### src/rtl/peripheral_biu_pkg.sv
// ----------------------------------------------------------------------------
// peripheral_biu_pkg
// Shared types and constants for the BIU-side peripheral arbiters.
//   - arb_state_e : arbiter FSM states (IDLE, ISSUE, WAIT)
//   - SIZE_W / TYPE_W / PROT_W : widths of the BIU size, burst type and
//     protection fields
// ----------------------------------------------------------------------------
package peripheral_biu_pkg;

    localparam int SIZE_W = 3;
    localparam int TYPE_W = 3;
    localparam int PROT_W = 3;

    typedef enum logic [1:0] {
        IDLE  = 2'd0,
        ISSUE = 2'd1,
        WAIT  = 2'd2
    } arb_state_e;

endpackage

### src/rtl/peripheral_mpram_rr_arbiter.sv
// ----------------------------------------------------------------------------
// peripheral_mpram_rr_arbiter
// Purely combinational round-robin priority picker. The first index at or
// above ptr_i (wrapping modulo N) whose request is set and not masked off
// wins.
// Ports:
//   req_i       : request vector
//   ptr_i       : round-robin start index
//   mask_i      : eligibility mask (1 = may win)
//   grant_oh_o  : one-hot winner
//   grant_idx_o : binary winner index
//   valid_o     : a winner exists
// ----------------------------------------------------------------------------
module peripheral_mpram_rr_arbiter #(
    parameter int N  = 4,
    parameter int IW = (N > 1) ? $clog2(N) : 1
) (
    input  logic [N-1:0]  req_i,
    input  logic [IW-1:0] ptr_i,
    input  logic [N-1:0]  mask_i,
    output logic [N-1:0]  grant_oh_o,
    output logic [IW-1:0] grant_idx_o,
    output logic          valid_o
);

    logic [N-1:0]  elig;
    logic [IW-1:0] cand;

    assign elig = req_i & mask_i;

    always_comb begin
        grant_oh_o  = '0;
        grant_idx_o = '0;
        valid_o     = 1'b0;
        cand        = '0;
        for (int i = 0; i < N; i++) begin
            cand = IW'((int'(ptr_i) + i) % N);
            if (!valid_o && elig[cand]) begin
                valid_o     = 1'b1;
                grant_idx_o = cand;
                grant_oh_o  = N'(1) << cand;
            end
        end
    end

endmodule

### src/rtl/peripheral_mpram_arbiter_tl.sv
// ----------------------------------------------------------------------------
// peripheral_mpram_arbiter_tl
// Round-robin arbiter sharing one TILELINK-style BIU slave port (the MPRAM
// peripheral) between CORES requesters.
// Ports:
//   clk, rst                : clock, synchronous active-low reset
//   req_*_i / req_*_o       : per-requester BIU ports, slice k of each
//                             packed bus belongs to requester k
//   biu_*_o / biu_*_i       : single slave-side BIU port
//   grant_o                 : index of the current or last owner
//
// Handshake: a requester holds req_stb_i and its attributes until it sees
// req_stb_ack_o; req_ack_o / req_err_o then pulse once when the slave
// completes. On the slave side biu_stb_o is held with stable attributes
// until biu_stb_ack_i; completion is biu_ack_i or biu_err_i afterwards
// (or in the same cycle as biu_stb_ack_i).
// ----------------------------------------------------------------------------
module peripheral_mpram_arbiter_tl
    import peripheral_biu_pkg::*;
#(
    parameter int XLEN  = 64,
    parameter int PLEN  = 64,
    parameter int CORES = 4
) (
    input  logic                       clk,
    input  logic                       rst,

    input  logic [CORES-1:0]           req_stb_i,
    output logic [CORES-1:0]           req_stb_ack_o,
    input  logic [CORES*PLEN-1:0]      req_adri_i,
    input  logic [CORES*SIZE_W-1:0]    req_size_i,
    input  logic [CORES*TYPE_W-1:0]    req_type_i,
    input  logic [CORES*PROT_W-1:0]    req_prot_i,
    input  logic [CORES-1:0]           req_lock_i,
    input  logic [CORES-1:0]           req_we_i,
    input  logic [CORES*XLEN-1:0]      req_d_i,
    output logic [CORES*XLEN-1:0]      req_q_o,
    output logic [CORES-1:0]           req_ack_o,
    output logic [CORES-1:0]           req_err_o,

    output logic                       biu_stb_o,
    input  logic                       biu_stb_ack_i,
    output logic [PLEN-1:0]            biu_adri_o,
    output logic [SIZE_W-1:0]          biu_size_o,
    output logic [TYPE_W-1:0]          biu_type_o,
    output logic [PROT_W-1:0]          biu_prot_o,
    output logic                       biu_lock_o,
    output logic                       biu_we_o,
    output logic [XLEN-1:0]            biu_d_o,
    input  logic [XLEN-1:0]            biu_q_i,
    input  logic                       biu_ack_i,
    input  logic                       biu_err_i,

    output logic [$clog2(CORES)-1:0]   grant_o
);

    localparam int GW = $clog2(CORES);

    arb_state_e              state_q;
    logic [GW-1:0]           ptr_q, ptr_d;
    logic [GW-1:0]           grant_q;
    logic [GW-1:0]           lock_owner_q;
    logic                    lock_owner_valid_q;

    logic                    biu_stb_q;
    logic [PLEN-1:0]         biu_adri_q;
    logic [SIZE_W-1:0]       biu_size_q;
    logic [TYPE_W-1:0]       biu_type_q;
    logic [PROT_W-1:0]       biu_prot_q;
    logic                    biu_lock_q;
    logic                    biu_we_q;
    logic [XLEN-1:0]         biu_d_q;

    logic [CORES-1:0]        req_stb_ack_q;
    logic [CORES-1:0]        req_ack_q;
    logic [CORES-1:0]        req_err_q;
    logic [CORES*XLEN-1:0]   req_q_q;

    logic [CORES-1:0]        elig_mask;
    logic [CORES-1:0]        pick_oh;
    logic [GW-1:0]           pick_idx;
    logic                    pick_valid;
    logic [CORES-1:0]        grant_oh;
    logic                    complete;

    logic [PLEN-1:0]         sel_adri;
    logic [SIZE_W-1:0]       sel_size;
    logic [TYPE_W-1:0]       sel_type;
    logic [PROT_W-1:0]       sel_prot;
    logic                    sel_lock;
    logic                    sel_we;
    logic [XLEN-1:0]         sel_d;

    // A held lock restricts arbitration to its owner, even if that owner
    // is not strobing (the arbiter then simply waits).
    assign elig_mask = lock_owner_valid_q ? (CORES'(1) << lock_owner_q) : '1;
    assign grant_oh  = CORES'(1) << grant_q;
    assign ptr_d     = (grant_q == GW'(CORES - 1)) ? '0 : grant_q + 1'b1;

    // Completion may coincide with the strobe acknowledge.
    assign complete = (biu_ack_i | biu_err_i) &&
                      ((state_q == WAIT) || (state_q == ISSUE && biu_stb_ack_i));

    peripheral_mpram_rr_arbiter #(
        .N  (CORES),
        .IW (GW)
    ) u_rr (
        .req_i       (req_stb_i),
        .ptr_i       (ptr_q),
        .mask_i      (elig_mask),
        .grant_oh_o  (pick_oh),
        .grant_idx_o (pick_idx),
        .valid_o     (pick_valid)
    );

    // One-hot mux of the winning requester's attributes.
    always_comb begin
        sel_adri = '0;
        sel_size = '0;
        sel_type = '0;
        sel_prot = '0;
        sel_lock = 1'b0;
        sel_we   = 1'b0;
        sel_d    = '0;
        for (int k = 0; k < CORES; k++) begin
            if (pick_oh[k]) begin
                sel_adri = req_adri_i[k*PLEN +: PLEN];
                sel_size = req_size_i[k*SIZE_W +: SIZE_W];
                sel_type = req_type_i[k*TYPE_W +: TYPE_W];
                sel_prot = req_prot_i[k*PROT_W +: PROT_W];
                sel_lock = req_lock_i[k];
                sel_we   = req_we_i[k];
                sel_d    = req_d_i[k*XLEN +: XLEN];
            end
        end
    end

    always_ff @(posedge clk) begin
        if (!rst) begin
            state_q            <= IDLE;
            ptr_q              <= '0;
            grant_q            <= '0;
            lock_owner_q       <= '0;
            lock_owner_valid_q <= 1'b0;
            biu_stb_q          <= 1'b0;
            biu_adri_q         <= '0;
            biu_size_q         <= '0;
            biu_type_q         <= '0;
            biu_prot_q         <= '0;
            biu_lock_q         <= 1'b0;
            biu_we_q           <= 1'b0;
            biu_d_q            <= '0;
            req_stb_ack_q      <= '0;
            req_ack_q          <= '0;
            req_err_q          <= '0;
            req_q_q            <= '0;
        end else begin
            req_stb_ack_q <= '0;
            req_ack_q     <= '0;
            req_err_q     <= '0;

            case (state_q)
                IDLE: begin
                    if (pick_valid) begin
                        biu_adri_q <= sel_adri;
                        biu_size_q <= sel_size;
                        biu_type_q <= sel_type;
                        biu_prot_q <= sel_prot;
                        biu_lock_q <= sel_lock;
                        biu_we_q   <= sel_we;
                        biu_d_q    <= sel_d;
                        grant_q    <= pick_idx;
                        biu_stb_q  <= 1'b1;
                        state_q    <= ISSUE;
                    end
                end
                ISSUE: begin
                    if (biu_stb_ack_i) begin
                        req_stb_ack_q <= grant_oh;
                        biu_stb_q     <= 1'b0;
                        state_q       <= WAIT;
                    end
                end
                WAIT: begin
                end
                default: state_q <= IDLE;
            endcase

            // Later assignments override the ISSUE->WAIT move when the
            // transfer also completes this cycle.
            if (complete) begin
                for (int k = 0; k < CORES; k++) begin
                    if (grant_q == GW'(k)) begin
                        req_q_q[k*XLEN +: XLEN] <= biu_q_i;
                    end
                end
                req_ack_q          <= grant_oh & {CORES{biu_ack_i}};
                req_err_q          <= grant_oh & {CORES{biu_err_i}};
                ptr_q              <= ptr_d;
                lock_owner_valid_q <= biu_lock_q;
                lock_owner_q       <= grant_q;
                state_q            <= IDLE;
            end
        end
    end

    assign req_stb_ack_o = req_stb_ack_q;
    assign req_ack_o     = req_ack_q;
    assign req_err_o     = req_err_q;
    assign req_q_o       = req_q_q;
    assign biu_stb_o     = biu_stb_q;
    assign biu_adri_o    = biu_adri_q;
    assign biu_size_o    = biu_size_q;
    assign biu_type_o    = biu_type_q;
    assign biu_prot_o    = biu_prot_q;
    assign biu_lock_o    = biu_lock_q;
    assign biu_we_o      = biu_we_q;
    assign biu_d_o       = biu_d_q;
    assign grant_o       = grant_q;

endmodule

### config.mk
export PLATFORM = sky130hd
export DESIGN_NAME = peripheral_mpram_arbiter_tl
export DESIGN_NICKNAME = d
export VERILOG_FILES = /design/src/rtl/peripheral_biu_pkg.sv /design/src/rtl/peripheral_mpram_rr_arbiter.sv /design/src/rtl/peripheral_mpram_arbiter_tl.sv
export SDC_FILE = /design/constraint.sdc
export NUM_CORES = 1
export LEC_CHECK = 0
export CAP_MARGIN = 15
export CORE_AREA = 2 2 408 410
export CTS_BUF_LIST = sky130_fd_sc_hd__clkbuf_8
export DETAILED_ROUTE_END_ITERATION = 12
export DIE_AREA = 0 0 410 412
export PLACE_DENSITY = 0.32
export SLEW_MARGIN = 0
export SYNTH_ARGS = -nofsm -noshare
export SYNTH_HDL_FRONTEND = slang
export SYNTH_HIERARCHICAL = 1
export SYNTH_SLANG_ARGS = --single-unit
### constraint.sdc
create_clock -name clk -period 4.4 [get_ports clk]
set_clock_uncertainty 0.05 [all_clocks]
set_input_delay 0.44 -clock clk [delete_from_list [all_inputs] [get_ports clk]]
set_output_delay 0.44 -clock clk [all_outputs]
set_load 0.01 [all_outputs]
==> metrics.csv <==
metric,value,unit
met2_usage,24.6,%
synth_warnings,6,
vias_per_cell,3.89,
slew_headroom,35.1,%
timing.final.ws_setup,0.793,ns
syn_avg_cell_area,8.68,um^2
layout_commonest_cell,clkdlybuf4s50_1,
core,164000,um^2
synth_edf_count,0,
p_leak,14.0,nW
global_route.peak_usage_layer,met2,
path_class,register to register,
tns,0,ns
worstPathRequired,4.99,ns
dpl.hpwl,103,mm
grt_setup_unrepaired,no,
syn_nets,2970,
ir_drop,0.000297,V
synth_cells,2332,
syn2layout_area_growth,73.3,%
drive_gt1_share,8.83,%
grt_max_degree,143,
grt_overflow,0,
grt_usage,15.4,%
setup_violations,0,
cp_top_family,compound AO/OA/AOI/OAI gates,
clkSinkCount,417,
wl_per_cell,24.3,um
layout_common_cells,"clkdlybuf4s50_1 (1037), dfxtp_1 (417), nand2_1 (342)",
dr.pass1.iters,5,
vias,21700,
start_util,12.3,%
cts_tree,built,
antenna_left,0,
fin_cells,5592,
die-area,169000,um^2
drtIter0Drc,1033,
end_kind,register,
async_reset_ff_share,0,%
grt_pass1_vias,22100,
numPortBuffers,1038,
clock-root-buffer,clkbuf_8,
critPathMaxStageDelay,0.54,ns
ctsHtreeMaxLevel,3,
post-cts-setup-buffers,0,
hold_buffers,0,
tightestPinTransition,0.974,ns
syn_area,20200,um^2
crit_top_cell,a21oi_1,
fin_crit_sh,82.0,%
synth_flop_cell,dfxtp_1,
seq_area_frac_synth,41.2,%
critPathLaunchType,register,
die_w,410,um
postPlaceCellArea,33100,um^2
cts_resized,0,
finish.utilization,21.4,%
synth_top_cell_by_area,dfxtp_1,
insertion_delay,0.79,ns
nets,3935,
period_minus_slack,3.61,ns
routed_wl,136,mm
drv_slew,0,
place_worst_setup_slack,0.686,ns
cp_cell_sequence,inv_1 -> ha_1 -> inv_1 -> a21oi_1 -> o21a_1 -> nand2_1 -> a31oi_4 -> buf_12 -> a21oi_1 -> a221o_1 -> a21oi_1,
critPathSlowestCell,dfxtp_1,
power.density,402,nW/um^2
dp.cells,5391,
crit_buf_inv,3,
place_congestion,0.785,
drc_errors,0,
stdcell_area,35100,um^2
row_count,149,
hold_path.class,input port to register,
hold_violations,0,
ys_types,48,
grt_antenna_before_repair,78,
gr-usage-met1,17.7,%
cap_violations,0,
io_pins,1039,
clockBufferDepth,3,
cts_buffers,93,
clk_pin_slew,0.06,ns
synth_area_leaders,"dfxtp_1 (41%), mux2i_1 (13%), a21oi_1 (8.2%)",
path_max_fanout,136,
fmax,0.277,GHz
worstPathArrival,4.20,ns
globalRouteMet3Util,7.03,%
grt_pass1_wl,183,mm
yosysTopAreaCellShare,41.2,%
die_h,412,um
synth-seq-cells,417,
status,finished clean,
-- logic make-up after synthesis --
family / synth area share [%]
buffers and inverters: 8.25
AO/OA/AOI/OAI: 24.0
flip-flops: 41.2
multiplexers: 13.1
adder cells (fa/ha/maj): 0.556
AND/OR/NAND/NOR: 12.8
-- metrics by stage --
stage	hold slack (ns)	power [mW]
2_1_floorplan	0.426	6.96
3_3_place_gp	0.396	9.67
3_5_place_dp	0.402	9.64
4_1_cts	0.0200	14.5
5_1_grt	0.0735	15.0
6_report	0.124	14.1
-- sequential cells by signal, summed over array words and instances (netlist names), 2 cells and up --
| register | flops |
|---|---|
| biu_type_o | 3 |
| biu_prot_o | 3 |
| biu_adri_o | 64 |
| biu_size_o | 3 |
| state_q | 2 |
| req_q_o | 256 |
| req_stb_ack_o | 4 |
| req_err_o | 4 |
| ptr_q | 2 |
| req_ack_o | 4 |
| grant_o | 2 |
| lock_owner_q | 2 |
| biu_d_o | 64 |
-- final timing paths --
| kind | slack [ns] | endpoint | from | depth (start not counted) |
|---|---|---|---|---|
| worst min-delay path | 0.12 | biu_d_o[46]$_SDFFE_PN0P_ | rst | 3 |
| worst max register to register | 0.79 | biu_adri_o[49]$_SDFFE_PN0P_ | ptr_q[1]$_SDFFE_PN0P_ | 11 |
| worst min register to register | 0.40 | req_q_o[215]$_SDFFE_PN0P_ | req_q_o[215]$_SDFFE_PN0P_ | 2 |
| worst max-delay path | 0.79 | biu_adri_o[49]$_SDFFE_PN0P_ | ptr_q[1]$_SDFFE_PN0P_ | 11 |
-- Yosys cell counts, drive strengths merged (4+ instances only) --
master / count
dfxtp: 417
a21oi: 421
nand2: 345
and2: 8
clkbuf: 127
buf: 98
inv: 147
o21ai: 155
o22ai: 8
a21boi: 8
a221o: 139
a31oi: 4
nor2: 11
ha: 9
nand3b: 141
mux2i: 257
nand3: 14
-- layer usage --
metal | vias up | share of wire, % | routed length, um
met5 | - | 0.18 | 245
met4 | 42 | 2.6 | 3490
met3 | 200 | 10 | 13900
met2 | 886 | 47 | 63300
met1 | 10400 | 40 | 55000
li1 | 10200 | - | -
-- report_power, final --
part | leakage, nW | switching, mW | total (mW) | internal [mW]
clock network | 1.10 | 2.17 | 4.62 | 2.45
logic | 9.54 | 2.78 | 5.11 | 2.33
registers | 3.40 | 0.231 | 4.36 | 4.13
-- area by class of cell --
cell class / count / area [um^2]
Sequential cell: 417 / 8350
Timing Repair Buffer: 1095 / 11100
Antenna cell: 38 / 95.1
Multi-Input combinational cell: 1543 / 10300
Inverter: 147 / 552
Fill cell: 18200 / 129000
Clock buffer: 120 / 1650
Clock inverter: 43 / 235
Tap cell: 2189 / 2740
-- tightest hold or removal path: cells and delay by family --
| kind | cells | cell delay, ns |
|---|---|---|
| buf+inv | 1 | 0.25 |
| compound gates | 2 | 0.21 |
Power figures use the tool's default switching activity.
